$ cat config.mk
export PLATFORM = sky130hd
export DESIGN_NAME = conv_result_collector_flat
export DESIGN_NICKNAME = d
export VERILOG_FILES = /design/src/rtl/conv_result_collector_if.sv /design/src/rtl/conv_result_collector.sv /design/src/flat_wrapper.sv
export SDC_FILE = /design/constraint.sdc
export NUM_CORES = 1
export LEC_CHECK = 0
export ABC_AREA = 1
export CELL_PAD_IN_SITES_DETAIL_PLACEMENT = 1
export CELL_PAD_IN_SITES_GLOBAL_PLACEMENT = 1
export CORE_MARGIN = 2
export CORE_UTILIZATION = 43
export DETAILED_ROUTE_END_ITERATION = 10
export PLACE_DENSITY = 0.84
export SYNTH_ARGS = -nofsm -noshare
export SYNTH_HDL_FRONTEND = slang
export SYNTH_SLANG_ARGS = --single-unit
$ cat constraint.sdc
create_clock -name clk -period 6.7 [get_ports clk]
set_input_delay 2.01 -clock clk [delete_from_list [all_inputs] [get_ports clk]]
set_output_delay 2.01 -clock clk [all_outputs]
set_load 0.1 [all_outputs]
$ cat src/rtl/conv_result_collector_if.sv
// Result-stream bundle between the MAC pipeline and the collector; master drives beats, slave returns results.
// Signal names mirror the collector's port list so both ends read the same.
interface conv_result_collector_if #(
    parameter int LANES = 1
);
    logic                 Valid_i;
    logic                 First_i;
    logic                 Last_i;
    logic [LANES*32-1:0]  Sum_i;
    logic [3:0]           DataBp_i;
    logic [3:0]           WeightBp_i;
    logic [3:0]           ResultBp_i;
    logic                 Halt_o;
    logic [LANES*8-1:0]   Result_o;
    logic                 ResultValid_o;
    logic                 ResultReady_i;
    logic                 ProtoErr_o;

    modport master (
        output Valid_i, First_i, Last_i, Sum_i, DataBp_i, WeightBp_i, ResultBp_i, ResultReady_i,
        input  Halt_o, Result_o, ResultValid_o, ProtoErr_o
    );

    modport slave (
        input  Valid_i, First_i, Last_i, Sum_i, DataBp_i, WeightBp_i, ResultBp_i, ResultReady_i,
        output Halt_o, Result_o, ResultValid_o, ProtoErr_o
    );
endinterface

$ cat src/rtl/conv_result_collector.sv
// Sums First..Last partial-sum groups per lane, realigns with round-half-up and int8 saturation, queues in a FWFT FIFO.
// Latency 2 cycles Last-accept to ResultValid_o; Halt_o freezes upstream while FIFO plus stage cannot take another result.
module conv_result_collector #(
    parameter int LANES = 1,
    parameter int DEPTH = 4
) (
    input  logic                    clk,
    input  logic                    rstn,
    conv_result_collector_if.slave  bus
);
    localparam int PW = (DEPTH > 1) ? $clog2(DEPTH) : 1;
    localparam int CW = $clog2(DEPTH + 1);

    typedef enum logic {IDLE, ACC} state_t;

    state_t              state_q;
    logic [39:0]         acc_q   [LANES];
    logic [39:0]         acc_d   [LANES];
    logic signed [71:0]  wide_c  [LANES];
    logic signed [71:0]  shf_c   [LANES];
    logic [LANES*8-1:0]  aligned_d;
    logic [LANES*8-1:0]  stg_q;
    logic                stg_v_q;
    logic [LANES*8-1:0]  mem_q   [DEPTH];
    logic [PW-1:0]       rd_q, wr_q;
    logic [CW-1:0]       cnt_q;
    logic                err_q;

    logic                accept, start, push, pop;
    logic signed [5:0]   sh_c;
    logic [5:0]          amt_r, amt_l, amt_s;

    function automatic logic [PW-1:0] ptr_inc(input logic [PW-1:0] p);
        return (int'(p) == DEPTH - 1) ? '0 : p + 1'b1;
    endfunction

    assign accept = bus.Valid_i & ~bus.Halt_o;
    assign start  = bus.First_i | (state_q == IDLE);
    assign push   = stg_v_q;
    assign pop    = (cnt_q != '0) & bus.ResultReady_i;

    assign sh_c  = $signed({2'b00, bus.DataBp_i}) + $signed({2'b00, bus.WeightBp_i})
                 - $signed({2'b00, bus.ResultBp_i});
    assign amt_s = sh_c;
    assign amt_r = sh_c - 6'sd1;
    assign amt_l = -sh_c;

    // 72-bit working width holds a 40-bit total shifted left by up to 15 without wrapping.
    always_comb begin
        aligned_d = '0;
        for (int k = 0; k < LANES; k++) begin
            acc_d[k]  = (start ? 40'd0 : acc_q[k])
                      + {{8{bus.Sum_i[k*32+31]}}, bus.Sum_i[k*32 +: 32]};
            wide_c[k] = $signed({{32{acc_d[k][39]}}, acc_d[k]});
            if (sh_c > 6'sd0)
                shf_c[k] = (wide_c[k] + (72'sd1 <<< amt_r)) >>> amt_s;
            else if (sh_c < 6'sd0)
                shf_c[k] = wide_c[k] <<< amt_l;
            else
                shf_c[k] = wide_c[k];
            if (shf_c[k] > 72'sd127)
                aligned_d[k*8 +: 8] = 8'h7F;
            else if (shf_c[k] < -72'sd128)
                aligned_d[k*8 +: 8] = 8'h80;
            else
                aligned_d[k*8 +: 8] = shf_c[k][7:0];
        end
    end

    always_ff @(posedge clk or negedge rstn) begin
        if (!rstn) begin
            state_q <= IDLE;
            stg_q   <= '0;
            stg_v_q <= 1'b0;
            rd_q    <= '0;
            wr_q    <= '0;
            cnt_q   <= '0;
            err_q   <= 1'b0;
            for (int k = 0; k < LANES; k++) acc_q[k] <= '0;
            for (int i = 0; i < DEPTH; i++) mem_q[i] <= '0;
        end else begin
            if (accept) begin
                state_q <= bus.Last_i ? IDLE : ACC;
                for (int k = 0; k < LANES; k++) acc_q[k] <= acc_d[k];
                if ((state_q == IDLE && !bus.First_i) || (state_q == ACC && bus.First_i))
                    err_q <= 1'b1;
            end
            // A staged result always drains next edge; Halt_o reserved the FIFO slot.
            if (accept && bus.Last_i) begin
                stg_q   <= aligned_d;
                stg_v_q <= 1'b1;
            end else begin
                stg_v_q <= 1'b0;
            end
            if (push) begin
                mem_q[wr_q] <= stg_q;
                wr_q        <= ptr_inc(wr_q);
            end
            if (pop)
                rd_q <= ptr_inc(rd_q);
            if (push && !pop)
                cnt_q <= cnt_q + 1'b1;
            else if (!push && pop)
                cnt_q <= cnt_q - 1'b1;
        end
    end

    assign bus.Halt_o        = (int'(cnt_q) + int'(stg_v_q)) >= DEPTH;
    assign bus.ResultValid_o = (cnt_q != '0);
    assign bus.Result_o      = (cnt_q != '0) ? mem_q[rd_q] : '0;
    assign bus.ProtoErr_o    = err_q;
endmodule

$ cat src/flat_wrapper.sv
// flat-port wrapper written by rule: the top's interface ports become plain ports
module conv_result_collector_flat 
#(
    parameter int LANES = 1,
    parameter int DEPTH = 4
)
  (clk, rstn, bus_Valid_i, bus_First_i, bus_Last_i, bus_Sum_i, bus_DataBp_i, bus_WeightBp_i, bus_ResultBp_i, bus_ResultReady_i, bus_Halt_o, bus_Result_o, bus_ResultValid_o, bus_ProtoErr_o);
  conv_result_collector_if #(.LANES(LANES)) bus_i ();
  input  logic clk;
  input  logic rstn;
  input wire logic [$bits(bus_i.Valid_i)-1:0] bus_Valid_i;
  input wire logic [$bits(bus_i.First_i)-1:0] bus_First_i;
  input wire logic [$bits(bus_i.Last_i)-1:0] bus_Last_i;
  input wire logic [$bits(bus_i.Sum_i)-1:0] bus_Sum_i;
  input wire logic [$bits(bus_i.DataBp_i)-1:0] bus_DataBp_i;
  input wire logic [$bits(bus_i.WeightBp_i)-1:0] bus_WeightBp_i;
  input wire logic [$bits(bus_i.ResultBp_i)-1:0] bus_ResultBp_i;
  input wire logic [$bits(bus_i.ResultReady_i)-1:0] bus_ResultReady_i;
  output wire logic [$bits(bus_i.Halt_o)-1:0] bus_Halt_o;
  output wire logic [$bits(bus_i.Result_o)-1:0] bus_Result_o;
  output wire logic [$bits(bus_i.ResultValid_o)-1:0] bus_ResultValid_o;
  output wire logic [$bits(bus_i.ProtoErr_o)-1:0] bus_ProtoErr_o;
  assign bus_i.Valid_i = bus_Valid_i;
  assign bus_i.First_i = bus_First_i;
  assign bus_i.Last_i = bus_Last_i;
  assign bus_i.Sum_i = bus_Sum_i;
  assign bus_i.DataBp_i = bus_DataBp_i;
  assign bus_i.WeightBp_i = bus_WeightBp_i;
  assign bus_i.ResultBp_i = bus_ResultBp_i;
  assign bus_i.ResultReady_i = bus_ResultReady_i;
  assign bus_Halt_o = bus_i.Halt_o;
  assign bus_Result_o = bus_i.Result_o;
  assign bus_ResultValid_o = bus_i.ResultValid_o;
  assign bus_ProtoErr_o = bus_i.ProtoErr_o;
  conv_result_collector #(.LANES(LANES), .DEPTH(DEPTH)) u_core (.clk(clk), .rstn(rstn), .bus(bus_i));
endmodule
==> impl_metrics.tcl, run 1 <==
set metrics [dict create \
    synth_seq_cells 90 \
    grt_pass1_wl_mm 373.7 \
    clockRootBuffer "clkbuf_16" \
    die_w_um 241.3 \
    yosysWarnings 0 \
    avgSynthCellArea_um2 4.884 \
    clock-sinks 90 \
    rows 86 \
    ys_types 49 \
    yosysSeqAreaShare 0.09298 \
    htree_levels 3 \
    track_usage 0.8199 \
    numCtsBuffers 9 \
    lastStage "5_1_grt" \
    cts_hold_buf 0 \
    port_buffers 60 \
    status "did not finish" \
    initial_core_util 0.4371 \
    gp_congestion 1.102 \
    grt_max_degree 78 \
    syn_nets 5138 \
    syn_area_mm2 0.02422 \
    error "[ERROR GRT-0116] Global routing finished with congestion. Check the congestion regions in the DRC Viewer." \
    place_hpwl_mm 123.7 \
    grt_overflow_total 1259 \
    die_height_um 241.3 \
    grt_pass1_vias 53847 \
    syn_inst 4959 \
    ios 61 \
    clockBufferDepth 2 \
]
-- synthesized netlist by cell type (all sizes together) --
library cell / count / share of area
mux2: 1 / 0.00046
xnor2: 17 / 0.0061
a21o: 4 / 0.0012
inv: 717 / 0.11
nor3: 39 / 0.0085
clkbuf: 97 / 0.015
fa: 5 / 0.0041
o21a: 3 / 0.00093
clkinv: 5 / 0.00077
a21oi: 123 / 0.026
a31oi: 2 / 0.00052
a22oi: 1 / 0.00031
nor4: 1 / 0.00026
dfrtp: 90 / 0.093
nand3b: 2 / 0.00062
nand4: 49 / 0.013
buf: 90 / 0.019
a211oi: 1 / 0.00052
nand2: 1954 / 0.31
o211ai: 15 / 0.0046
o21ai: 147 / 0.031
mux2i: 5 / 0.0021
nand3: 1039 / 0.22
and3: 6 / 0.0015
o41ai: 1 / 0.00067
ha: 124 / 0.064
o2111ai: 1 / 0.00036
nor2: 384 / 0.061
o31ai: 1 / 0.00031
o21bai: 6 / 0.0019
xor2: 16 / 0.0066
and2: 4 / 0.0010
or2: 9 / 0.0023
-- cell families after synthesis --
| logic type | count (synthesis) | share of synthesized area |
|---|---|---|
| flip-flops | 90 | 0.09298 |
| XOR/XNOR | 33 | 0.01271 |
| AO/OA/AOI/OAI | 305 | 0.06777 |
| AND/OR/NAND/NOR | 3487 | 0.6097 |
| buffers and inverters | 909 | 0.1461 |
| multiplexers | 6 | 0.002531 |
| adder cells (fa/ha/maj) | 129 | 0.06819 |
-- per-layer routing --
| metal | overflow | GRT usage |
|---|---|---|
| met1 | 11 | 0.8010 |
| met2 | 839 | 1.022 |
| met3 | 12 | 0.6525 |
| met4 | 394 | 0.8272 |
| met5 | 3 | 0.2955 |
-- through the flow --
stage	hold slack (ps)	instance area [um^2]	worst slack (ps)	std cells
4_1_cts	503.2	34530	-1458	6367
3_5_place_dp	446.4	30700	-2670	6291
2_1_floorplan	447.8	24410	-908.0	4959
3_3_place_gp	438.4	30700	-2295	6291
-- repair_timing --
| item | in CTS |
|---|---|
| gates cloned | 9 |
| endpoints found under the setup margin | 8 |
| pin swaps | 145 |
| buffers inserted | 52 |
| gates resized for setup | 705 |
==> inputs of run 2 (changes only) <==
Settings changed: CELL_PAD_IN_SITES_DETAIL_PLACEMENT 1 to not set, CELL_PAD_IN_SITES_GLOBAL_PLACEMENT 1 to not set, CORE_UTILIZATION 43 to 28, PLACE_DENSITY 0.84 to not set, PLACE_DENSITY_LB_ADDON set to 0.15.
==> impl_metrics.tcl, run 2 <==
set metrics [dict create \
    routed_wl_mm 136.3 \
    numCtsBuffers 9 \
    ir_worst_vdd_mv 0.4516 \
    async_reset_ff_frac 1.000 \
    worst_setup_path_start_kind "primary input" \
    syn_area_mm2 0.02422 \
    yosysTopAreaCell "nand2_1" \
    hp-class "flip-flop to flip-flop" \
    relSlewSlack 0.2650 \
    grt_pass1_wl_mm 195.2 \
    final_cell_mix "nand2_1, nand3_1, buf_4" \
    design.die.area_mm2 0.08888 \
    required_ps 6970 \
    die_height_um 298.1 \
    rsz0062_at_grt "yes" \
    cpMostUsedCell "nand2_1" \
    layout_commonest_cell "nand2_1" \
    status "complete, but fails checks" \
    avgSynthCellArea_um2 4.884 \
    clock_latency_ps 400 \
    die_w_um 298.1 \
    fin_cells 6830 \
    final_nets 5860 \
    finalSetupViolCount 8 \
    place_hpwl_mm 111.0 \
    synth_top_area_frac 0.3009 \
    fin_crit_sh 1.223 \
    yosysSeqAreaShare 0.09298 \
    syn_nets 5138 \
    final_layout_size_suffix_gt1_frac 0.2854 \
    drv_slew 0 \
    p_leak_nw 20.14 \
    gp_congestion 1.020 \
    finalHoldViolations 0 \
    violations "negative setup slack" \
    wl_per_cell_um 19.95 \
    fin_crit_ps 8194 \
    worstSetupPathType "primary input to flip-flop" \
    clock-sinks 90 \
    syn_inst 4959 \
    finalSetupTns_ps -10550 \
    n_antenna_cell 0 \
    vias 34591 \
    crit_fanout 7 \
    cts_tree "done" \
    initial_core_util 0.2836 \
    clockRootBuffer "clkbuf_16" \
    ios 61 \
    htree_levels 3 \
    ant_nets 0 \
    path_clk_slew_ps 70 \
    rows 107 \
    synthTopCellsByCount "nand2_1, nand3_1, inv_1, nor2_1, o21ai_0" \
    core_mm2 0.08541 \
    fillers 9734 \
    power-per-cell-area_mw_per_mm2 430.9 \
    fin_skew_ps 27.14 \
    clockBufferDepth 2 \
    port_buffers 60 \
    ys_types 49 \
    grt_max_degree 78 \
    dr.pass1.iters 6 \
    area_delta_synth_final_pct 49.07 \
    dpl.cell_count 6769 \
    largest_register "u_core.acc_q" \
    cp_slowest_stage_delay_ps 520 \
    grt_pass1_vias 32320 \
    fmax_mhz 122.0 \
    holdWs_ps 461.7 \
    synth-edff-count 0 \
    worstMarginPinSlew_ps 1102 \
    top_regs "u_core.acc_q (40), u_core.mem_q (32), u_core.stg_q (8)" \
    synthTopCellsByArea "nand2_1, nand3_1, inv_1" \
    antenna_found_initial 0 \
    route.detailed.drc 0 \
    end_kind "flip-flop" \
    synth_seq_cells 90 \
    yosysWarnings 0 \
    critPathArrivalTime_ps 8460 \
    worst_slack_ps -1494 \
    grt_overflow_total 0 \
    largest_reg_flops 40 \
    synth.most_common_cell "nand2_1" \
    synth_ff_type "dfrtp_1" \
    track_usage 0.2880 \
    dr.first_iter.drc_count 3270 \
    drt-vias-per-instance 5.065 \
    cap_violations 0 \
    critPathSlowestCell "fa_2" \
]
==> run 2: cell counts after synthesis <==
Identical to the previous run, type by type.
==> run 2: worst paths after layout <==
check                                 startpoint               endpoint  slack, ps  cells after the start
min reg2reg                u_core.bus.ProtoErr_o  u_core.bus.ProtoErr_o        460                      1
min                        u_core.bus.ProtoErr_o  u_core.bus.ProtoErr_o        460                      1
max in group asynchronous                   rstn       u_core.acc_q[35]       4020                      2
min in group asynchronous                   rstn       u_core.acc_q[12]       1730                      1
max reg2reg                       u_core.state_q        u_core.stg_q[6]        270                     51
max                              bus_DataBp_i[0]        u_core.stg_q[6]      -1490                     53
==> run 2: cells by family after synthesis <==
logic type / after synthesis / share of synthesized area
AO/OA/AOI/OAI: 305 / 0.06777
XOR/XNOR: 33 / 0.01271
AND/OR/NAND/NOR: 3487 / 0.6097
buffers and inverters: 909 / 0.1461
multiplexers: 6 / 0.002531
adder cells (fa/ha/maj): 129 / 0.06819
flip-flops: 90 / 0.09298
==> run 2: metrics by stage <==
step                      worst slack, ps  utilization  power (mW)  cell area, um^2
after floorplan                    -908.0            -       7.904            24410
after global placement              -2936       0.3721       13.13            31780
after detailed placement            -2879       0.3721       13.12            31780
after CTS                           -1827       0.3822       13.98            32650
after global routing                -1886       0.4227       16.74            36110
final                               -1494       0.4227       15.56            36110
==> run 2: power by group <==
group          switching, mW  internal [mW]
registers              0.168          0.793
clock network          0.277          0.335
logic                   8.94           5.05
total                   9.38           6.18
==> run 2: timing repair <==
action | CTS | global route
endpoints found under the setup margin | 8 | 8
hold buffers | 0 | 0
gates resized for setup | 134 | 688
pin swaps | 29 | 173
setup buffers | 7 | 27
gates cloned | 0 | 11
==> run 2: cell type report <==
cell class | count | area [um^2] | share of cell area
multi-input combinational | 3962 | 21920 | 0.6071
clock buffer | 9 | 225.2 | 0.006237
clock inverter | 7 | 111.4 | 0.003084
sequential | 90 | 2252 | 0.06237
tap | 1144 | 1431 | 0.03964
inverter | 722 | 2749 | 0.07613
timing repair buffer | 896 | 7418 | 0.2054
==> run 2: layer usage <==
| metal | up-vias | global-route usage | part of all wire |
|---|---|---|---|
| li1 | 17163 | - | - |
| met1 | 15978 | 0.3722 | 0.43 |
| met2 | 1168 | 0.4668 | 0.44 |
| met3 | 282 | 0.02042 | 0.052 |
| met4 | 0 | 0.1773 | 0.071 |
| met5 | - | 0 | 0 |
==> run 2: critical path, delay by kind of cell <==
family	cells	cell delay (ps)
AND/OR/NAND/NOR	31	3310
AO/OA/AOI/OAI	2	260
adder cells (fa/ha/maj)	4	1220
buffers and inverters	16	1630
(Power assumes the default switching activity.)
